[src/rtl/jtag_lock_pkg.sv]
// Shared lock-state encoding plus the default key and timing values that the
// protected-register wrapper also uses.
package jtag_lock_pkg;

  typedef enum logic [1:0] {
    LOCKED   = 2'd0,
    CHECK    = 2'd1,
    UNLOCKED = 2'd2,
    LOCKOUT  = 2'd3
  } lock_state_e;

  localparam int          DEF_KEY_W          = 16;
  localparam logic [15:0] DEF_UNLOCK_KEY     = 16'hA5C3;
  localparam int          DEF_MAX_ATTEMPTS   = 3;
  localparam int          DEF_LOCKOUT_CYCLES = 64;
  localparam int          DEF_IDLE_TIMEOUT   = 256;

endpackage

[src/rtl/lock_timer.sv]
// Loadable down-counter. Stops at zero; done is high whenever count is zero.
module lock_timer #(
  parameter int W = 7
) (
  input  logic         clk,
  input  logic         reset_n,
  input  logic         load,
  input  logic         en,
  input  logic [W-1:0] load_val,
  output logic         done
);

  logic [W-1:0] count;

  // Load takes priority; otherwise count down while enabled, holding at zero.
  always_ff @(posedge clk or negedge reset_n) begin
    if (!reset_n)                 count <= '0;
    else if (load)                count <= load_val;
    else if (en && count != '0)   count <= count - 1'b1;
  end

  assign done = (count == '0);

endmodule

[src/rtl/jtag_lock_ctrl.sv]
// Debug write-lock controller: key handshake, failed-attempt lockout,
// idle auto-relock and gating of writes to the protected register.
module jtag_lock_ctrl
  import jtag_lock_pkg::*;
#(
  parameter int               KEY_W          = DEF_KEY_W,
  parameter logic [KEY_W-1:0] UNLOCK_KEY     = DEF_UNLOCK_KEY,
  parameter int               MAX_ATTEMPTS   = DEF_MAX_ATTEMPTS,
  parameter int               LOCKOUT_CYCLES = DEF_LOCKOUT_CYCLES,
  parameter int               IDLE_TIMEOUT   = DEF_IDLE_TIMEOUT
) (
  input  logic             clk,
  input  logic             reset_n,
  input  logic             req_valid,
  output logic             req_ready,
  input  logic [KEY_W-1:0] req_key,
  input  logic             relock,
  output logic             resp_valid,
  output logic             resp_ok,
  output logic             unlocked,
  output logic             locked_out,
  input  logic             wr_req,
  output logic             wr_grant
);

  localparam int FW = $clog2(MAX_ATTEMPTS + 1);
  localparam int LW = $clog2(LOCKOUT_CYCLES + 1);
  localparam int IW = $clog2(IDLE_TIMEOUT + 1);

  localparam logic [FW-1:0] LAST_FAIL = FW'(MAX_ATTEMPTS - 1);
  localparam logic [LW-1:0] LO_LOAD   = LW'(LOCKOUT_CYCLES - 1);
  localparam logic [IW-1:0] IDLE_LAST = IW'(IDLE_TIMEOUT - 1);

  lock_state_e      state_q, state_d;
  logic [KEY_W-1:0] key_q;
  logic [FW-1:0]    fail_cnt;
  logic [IW-1:0]    idle_cnt;
  logic             accept, key_match, lo_load, lo_done;

  assign req_ready  = (state_q == LOCKED);
  assign accept     = req_valid & req_ready;
  assign key_match  = (key_q == UNLOCK_KEY);
  assign unlocked   = (state_q == UNLOCKED);
  assign locked_out = (state_q == LOCKOUT);
  // relock wins over a same-cycle write.
  assign wr_grant   = wr_req & unlocked & ~relock;

  // Lockout period counter, loaded on the failing CHECK cycle.
  lock_timer #(.W(LW)) u_lockout (
    .clk      (clk),
    .reset_n  (reset_n),
    .load     (lo_load),
    .en       (locked_out),
    .load_val (LO_LOAD),
    .done     (lo_done)
  );

  // State register.
  always_ff @(posedge clk or negedge reset_n) begin
    if (!reset_n) state_q <= LOCKED;
    else          state_q <= state_d;
  end

  // Next-state logic and lockout timer load.
  always_comb begin
    state_d = state_q;
    lo_load = 1'b0;
    case (state_q)
      LOCKED:   if (accept) state_d = CHECK;
      CHECK: begin
        if (key_match)                  state_d = UNLOCKED;
        else if (fail_cnt == LAST_FAIL) begin
          state_d = LOCKOUT;
          lo_load = 1'b1;
        end
        else                            state_d = LOCKED;
      end
      UNLOCKED: begin
        if (relock)                              state_d = LOCKED;
        else if (!wr_req && idle_cnt == IDLE_LAST) state_d = LOCKED;
      end
      LOCKOUT:  if (lo_done) state_d = LOCKED;
      default:  state_d = LOCKED;
    endcase
  end

  // Key capture, attempt counting, idle timer and the one-cycle response.
  always_ff @(posedge clk or negedge reset_n) begin
    if (!reset_n) begin
      key_q      <= '0;
      fail_cnt   <= '0;
      idle_cnt   <= '0;
      resp_valid <= 1'b0;
      resp_ok    <= 1'b0;
    end else begin
      resp_valid <= (state_q == CHECK);
      resp_ok    <= (state_q == CHECK) & key_match;
      if (accept) key_q <= req_key;
      if (state_q == CHECK) begin
        idle_cnt <= '0;
        if (key_match || fail_cnt == LAST_FAIL) fail_cnt <= '0;
        else                                    fail_cnt <= fail_cnt + 1'b1;
      end else if (state_q == UNLOCKED) begin
        if (wr_req) idle_cnt <= '0;
        else        idle_cnt <= idle_cnt + 1'b1;
      end
    end
  end

endmodule
[config.mk]
export PLATFORM = sky130hd
export DESIGN_NAME = jtag_lock_ctrl
export DESIGN_NICKNAME = d
export VERILOG_FILES = /design/src/rtl/jtag_lock_pkg.sv /design/src/rtl/lock_timer.sv /design/src/rtl/jtag_lock_ctrl.sv
export SDC_FILE = /design/constraint.sdc
export NUM_CORES = 1
export LEC_CHECK = 0
export BUFFER_PORTS_ARGS = -buffer_cell sky130_fd_sc_hd__buf_2
export CAP_MARGIN = 20
export CELL_PAD_IN_SITES_DETAIL_PLACEMENT = 0
export CELL_PAD_IN_SITES_GLOBAL_PLACEMENT = 1
export CORE_MARGIN = 2
export CORE_UTILIZATION = 40
export DETAILED_ROUTE_END_ITERATION = 7
export PLACE_DENSITY_LB_ADDON = 0.1
export SLEW_MARGIN = 10
export SYNTH_ARGS = -nofsm -noshare
export SYNTH_HDL_FRONTEND = slang
export SYNTH_SLANG_ARGS = --single-unit
[constraint.sdc]
create_clock -name clk -period 2.7 [get_ports clk]
set_input_delay 0.405 -clock clk [delete_from_list [all_inputs] [get_ports clk]]
set_output_delay 0.405 -clock clk [all_outputs]
set_load 0.01 [all_outputs]
==> run summary, run 1 <==
Rows - 24
Starting Density - 41.4%
WP data arrival - 2190 ps
Number of cells on the critical path - 9
Yosys top cell by area - dfrtp_1
# setup viols final - 0
Most Frequent Cell on Critical Path - and3_1
Final Critical Period - 2020 ps
Maximum buffer depth of the clock tree - 2
Endpoint of the worst setup timing path - state_q[0]
Number of DRC markers in iteration 0 - 39
Total power - 2.19 mW
Netlist cell types - 33
Multi-input logic area - 812 um^2
F_max - 0.496 GHz
WL/cell - 13.5 um
IO buf count - 26
Count of pins over their slew limit - 0
Gpl congestion - 0.777
Max IR drop VDD - 0.000375 V
Top cell family by delay on the critical path - simple AND/OR/NAND/NOR gates
Core ar. - 4350 um^2
Die X - 71.2 um
Leakage power - 0.987 nW
DR vias - 1,288
Layout area overhead - 18.3%
Final net count - 219
RSZ-0062 raised after global routing - no
Hold Vio Cnt, Final - 0
Via density per instance - 5.30
CTS resizes - 0
Vias in the first global route - 1,249
H-tree depth - 2
Detail Route Antenna Nets - 0
Worst-Margin Slew - 813 ps
Slew Limit Headroom - 45.8%
YS warnings - 0
R2r startpoint - idle_cnt[0]
Crit path largest cell delay - 410 ps
Clk sinks - 38
Post-Syn Instances - 159
Clock skew - 2.83 ps
Largest net degree at the start of global routing - 39
Mapped cell area - 1800 um^2
Slowest-stage cell, CP - dfrtp_1
DRC - 0
Seq/Total Area, Yosys - 52.7%
CP Cell Sequence - ha_1, and3_1, and3_1, and3_1, ha_1, nand2b_1, nand3b_1, and3_1, o32a_1
Fill count - 421
Min Hold Slack - 204 ps
CP max FO - 3
Crit share post-route - 74.6%
FF+latch count, synth - 38
Status - completed
Die Area - 5060 um^2
Hold Crit Class - in -> async
Clk pin slew, worst setup/hold paths - 70 ps
First-pass GRT wire length - 5.65 mm
Required time worst endpoint - 2870 ps
Mapped Nets - 188
Clk Latency, worst-skew pair - 280 ps
Antenna cells - 0
Buffer and inverter count on the worst path - 0
Global route overflow - 0
Worst reg-to-reg path cell count - 9
Initial antenna violation count - 0
Crit path from - idle_cnt[0]
Max-cap viol count - 0
FF/Latch Area - 951 um^2
Synth Area per Inst - 11.3 um^2
Pwr/cell area - 1030 nW/um^2
Flop-to-flop setup slack - 680 ps
Total track usage - 14.2%
Place WS - 685 ps
CTS tree - yes
Setup TNS - 0 ps
Setup crit start kind - flop
Num CTS Buffers - 5
Yosys top cell area share - 52.7%
Largest cells by area after synthesis - dfrtp_1 53%, mux2_2 10%, ha_1 5.5%, nand2_1 3.5%, nor2_1 2.5%
Reg-to-Reg End - state_q[0]
Drt total wl - 3.29 mm
Hold-fix buffers at CTS - 0
DIE HEIGHT - 71.2 um
Ports - 27
CP endpoint kind - flop
Setup CP Type - reg -> reg
First drt pass iteration count - 4
# Post-CTS Setup Buffers - 0
Hpwl dp - 2.47 mm
PnR worst setup slack - 685 ps
Share of cells above drive strength 1 - 29.8%
Root Driver - clkbuf_8
-- layout by cell type, fill, tap and decap left out, types with 2 or more instances in the layout --
cell type  Yosys  layout
nand2_1       17      17
a22o_1         2       2
mux2i_1        3       3
dfrtp_1       38      38
and3_1         4       4
mux2_2        16      16
nand4bb_1      3       3
nand2b_1       3       3
inv_1          9       9
o21ai_0        6       6
nand3_1        8       8
nor3_1         3       3
o31ai_1        2       2
clkbuf_8       0       6
a21oi_1        3       3
ha_1           8       8
nor2_1        12      12
bufinv_16      0       2
buf_2          0      26
a21bo_2        2       2
o41ai_1        2       2
xnor2_1        3       3
-- cells in the mapped netlist (all sizes together) --
cell type and number:
or4b 1, nand3b 1, clkbuf 2, and3 5, xnor2 3, ha 8
mux2i 3, o41ai 2, a21oi 3, o32ai 1, o22ai 1, a22o 2
nand4bb 4, dfrtp 38, nand2b 3, o32a 1, nand2 17, o21ai 6
o211ai 1, a21bo 2, nor3 3, o31ai 2, nor2 12, and3b 1
nand3 8, inv 9, or2 2, mux2 16, or4 1, nor4b 1
-- per-layer routing --
layer  wire length [um]  vias up  GRT usage, %
li1                   -      626             -
met1               1420      636          18.2
met2               1690       22          23.3
met3                148        4          4.56
met4                 32        0          3.77
met5                  0        -             0
-- sequential cells by signal (all words and copies together), names as in the netlist --
| name | flops |
|---|---|
| resp_valid | 1 |
| state_q | 2 |
| resp_ok | 1 |
| u_lockout.count | 7 |
| fail_cnt | 2 |
| key_q | 16 |
| idle_cnt | 9 |
-- cell families (layout without fill, tap and decap cells) --
logic type	count (synthesis)	count (layout)	synth area share (%)
and+or+nand+nor	59	59	18.2
muxes	19	19	11.7
DFF	38	38	52.7
AOI/OAI and AO/OA	21	21	8.18
adders and majority gates	8	8	5.55
xor gates and xnor gates	3	3	1.46
buffers and inverters	11	43	2.29
-- layout make-up --
| class | count | area share (%) |
|---|---|---|
| Clock buffer | 6 | 3.87 |
| Clock inverter | 2 | 2.81 |
| Inverter | 9 | 1.58 |
| Multi-Input combinational cell | 110 | 38.0 |
| Sequential cell | 38 | 44.5 |
| Tap cell | 52 | 3.05 |
| Timing Repair Buffer | 26 | 6.10 |
-- power breakdown --
group / total, mW / internal [mW] / leakage, nW / switching, mW
logic: 0.682 / 0.343 / 0.456 / 0.339
clock network: 0.591 / 0.394 / 0.0714 / 0.197
registers: 0.914 / 0.782 / 0.460 / 0.132
-- per-stage QoR --
| step | cell area (um^2) | util [%] | std cells |
|---|---|---|---|
| 6_report | 2130 | 49.0 | 243 |
| 5_1_grt | 2130 | 49.0 | 243 |
| 4_1_cts | 2130 | 49.0 | 243 |
| 3_5_place_dp | 1990 | 45.7 | 235 |
| 3_3_place_gp | 1990 | 45.7 | 235 |
| 2_1_floorplan | 1800 | - | 159 |
-- worst min path at each step --
| stage | from | to |
|---|---|---|
| global route | reset_n | u_lockout.count[2] |
| finish | reset_n | u_lockout.count[2] |
| global placement | fail_cnt[1] | fail_cnt[1] |
| detailed placement | fail_cnt[1] | fail_cnt[1] |
| floorplan | reset_n | fail_cnt[0] |
| CTS | reset_n | u_lockout.count[0] |
(Power assumes the default switching activity.)
==> run 2: changes to the inputs <==
Settings changed: ABC_AREA from default to 1, CORE_UTILIZATION 40 to 39.
Clock period 2.7 ns to 1.8 ns, I/O delays scaled along.
==> run 2 against run 1 <==
  * Flip-flop and latch count stayed put
  * Total power rose by 55%
  * Clock skew grew 4.7 ps
  * Non-clock buffer count grew 2
  * Critical endpoint is now wr_grant
==> run summary, run 2 <==
DIE HEIGHT - 73.9 um (+3.9%)
Setup TNS - 0 ps (unchanged)
Commonest non-fill, non-tap cell in the layout - nand2_1
Antenna cells - 0 (unchanged)
Yosys top cell area share - 49.8% (-2.9 points)
Drt total wl - 3.41 mm (+3.5%)
DRC - 0 (unchanged)
# Post-CTS Setup Buffers - 0 (unchanged)
Synth Area per Inst - 9.22 um^2 (-19%)
Setup crit start kind - flop
CP max FO - 4 (+1)
Required time worst endpoint - 1530 ps (-1340 ps)
Yosys top cell by area - dfrtp_1
IO buf count - 26 (unchanged)
Share of cells above drive strength 1 - 27.0% (-2.9 points)
Global route overflow - 0 (unchanged)
YS warnings - 0 (unchanged)
Pwr/cell area - 1500 nW/um^2 (+46%)
Crit path from - state_q[0]
WP data arrival - 1300 ps (-890 ps)
Worst reg-to-reg path cell count - 7 (-2)
Leakage power - 1.15 nW (+17%)
Netlist cell types - 25 (-24%)
Clk pin slew, worst setup/hold paths - 80 ps (about the same)
Clock skew - 7.49 ps (+4.66 ps)
Async SR Flop Fraction - 100% (unchanged)
Flop-to-flop setup slack - 260 ps (-420 ps)
Hold Vio Cnt, Final - 0 (unchanged)
Setup CP Type - reg -> out
Number of DRC markers in iteration 0 - 39 (unchanged)
Layout area overhead - 18.5%
First-pass GRT wire length - 6.00 mm (+6.2%)
Max-cap viol count - 0 (unchanged)
Final Critical Period - 1570 ps
FF+latch count, synth - 38 (unchanged)
H-tree depth - 2 (unchanged)
Mapped cell area - 1910 um^2 (+5.8%)
Most frequent cell after synthesis - nand2_1
Most frequent cells in the layout - 40 x nand2_1, 38 x dfrtp_1, 26 x inv_1, 26 x nor2_1, 26 x buf_2
Endpoint of the worst setup timing path - wr_grant
Max IR drop VDD - 0.000602 V (+61%)
CTS tree - yes
Initial antenna violation count - 0 (unchanged)
Cell area after layout - 2260 um^2 (+5.9%)
Hold Crit Class - in -> async
Top FF cell, synth - dfrtp_1
Total track usage - 14.7% (+0.48 points)
Count of pins over their slew limit - 0 (unchanged)
Most Frequent Cell on Critical Path - inv_1
Top cells by count, synth - 40 x nand2_1, 38 x dfrtp_1, 26 x inv_1, 26 x nor2_1, 14 x nand3_1
Largest net degree at the start of global routing - 39 (unchanged)
Hpwl dp - 2.45 mm (-0.86%)
WL/cell - 11.1 um (-18%)
Total power - 3.38 mW (+55%)
Slew Limit Headroom - 67.2% (+21 points)
Die X - 73.9 um (+3.9%)
Final net count - 269 (+23%)
R2r startpoint - state_q[0]
Place WS - 293 ps (-392 ps)
Root Driver - clkbuf_8
Starting Density - 40.4% (-1.0 points)
Ports - 27 (unchanged)
Slowest-stage cell, CP - dfrtp_1
Max FFs per register - 16 (unchanged)
Post-synth EDFFs - 0 (unchanged)
Reg-to-Reg End - idle_cnt[5]
Hold-fix buffers at CTS - 0 (unchanged)
First drt pass iteration count - 4 (unchanged)
Seq/Total Area, Yosys - 49.8% (-2.9 points)
Largest cells by area after synthesis - dfrtp_1 50%, nand2_1 7.9%, ha_1 5.2%, inv_1 5.1%, nor2_1 5.1%
DP Area - 2120 um^2 (+6.3%)
Gpl congestion - 0.748 (-3.7%)
RSZ-0062 raised after global routing - no
Num CTS Buffers - 5 (unchanged)
Via density per instance - 4.47 (-16%)
Rows - 25 (+4.2%)
Worst-Margin Slew - 492 ps (-321 ps)
Vias in the first global route - 1,324 (+6.0%)
Register with the highest flop count - key_q
CP endpoint kind - output port
Clk Latency, worst-skew pair - 290 ps (about the same)
Detail Route Antenna Nets - 0 (unchanged)
Maximum buffer depth of the clock tree - 2 (unchanged)
Crit share post-route - 87.4%
Crit path largest cell delay - 420 ps (about the same)
# setup viols final - 0 (unchanged)
Post-Syn Instances - 207 (+30%)
CTS resizes - 0 (unchanged)
DR vias - 1,376 (+6.8%)
Mapped Nets - 236 (+26%)
Die Area - 5470 um^2 (+8.0%)
PnR worst setup slack - 227 ps (-458 ps)
F_max - 0.636 GHz
CP Cell Sequence - inv_1, ha_1, inv_1, nor3_1, buf_2
Biggest regs - key_q: 16 flops, idle_cnt: 9 flops, u_lockout.count: 7 flops
Core ar. - 4720 um^2 (+8.5%)
Fin util - 47.9% (-1.2 points)
Status - completed
Clk sinks - 38 (unchanged)
[run 2: cell count changes after synthesis, moves of 4 or more]
| cell | before | now |
|---|---|---|
| nand2_1 | 17 | 40 |
| inv_1 | 9 | 26 |
| nor2_1 | 12 | 26 |
| mux2_2 | 16 | 8 |
| mux2_4 | 0 | 6 |
| nand3_1 | 8 | 14 |
| inv_2 | 0 | 4 |
| nor2_2 | 0 | 4 |
[run 2: through the flow]
stage | hold slack [ps] | cells
2_1_floorplan | -25.6 | 207
3_3_place_gp | 362 | 300
3_5_place_dp | 356 | 300
4_1_cts | 37.3 | 308
5_1_grt | 72.0 | 308
6_report | 24.0 | 308
[run 2: logic make-up (layout without fill, tap and decap cells)]
logic type               Yosys count  in the layout  synth area share [%]
buffers and inverters             32             66                  6.88
adder cells (fa/ha/maj)            8              8                  5.25
multiplexers                      14             14                  9.44
AND/OR/NAND/NOR                   99             99                  24.2
AO/OA/AOI/OAI                     16             16                  4.39
flip-flops                        38             38                  49.8
[run 2: cell type report]
class                      count  area (um^2)
sequential                    38          951
fill                         474         2460
timing repair buffer          28          145
tap                           67         83.8
clock buffer                   6         82.6
multi-input combinational    137          826
inverter                      30          113
clock inverter                 2         60.1
[run 2: per-layer routing]
metal / wire, um / vias to the layer above / GRT usage, %
met2: 1450 / 24 / 21.4
met1: 1760 / 620 / 20.9
met4: 55 / 0 / 5.45
met3: 138 / 6 / 4.07
li1: - / 726 / -
met5: 0 / - / 0
[run 2: worst max-delay path, delay by kind of cell (launching register included)]
kind	cells	cell delay (ps)
buf+inv	3	300
simple gates	1	130
fa+ha+maj	1	170
flops	1	420
[run 2: power by group]
part | internal (mW) | total [mW] | switching [mW]
Combinational | 0.526 | 1.15 | 0.624
Sequential | 1.16 | 1.33 | 0.170
Clock | 0.591 | 0.899 | 0.307
Total | 2.28 | 3.38 | 1.10
[run 2: how the worst min path moves through the flow]
stage | cells past startpoint | endpoint | slack, ps | from
6_report | 2 | u_lockout.count[2] | 20 | reset_n
5_1_grt | 2 | key_q[2] | 70 | reset_n
4_1_cts | 2 | fail_cnt[0] | 40 | reset_n
3_5_place_dp | 2 | u_lockout.count[2] | 360 | reset_n
3_3_place_gp | 2 | u_lockout.count[2] | 360 | reset_n
2_1_floorplan | 0 | fail_cnt[0] | -30 | reset_n
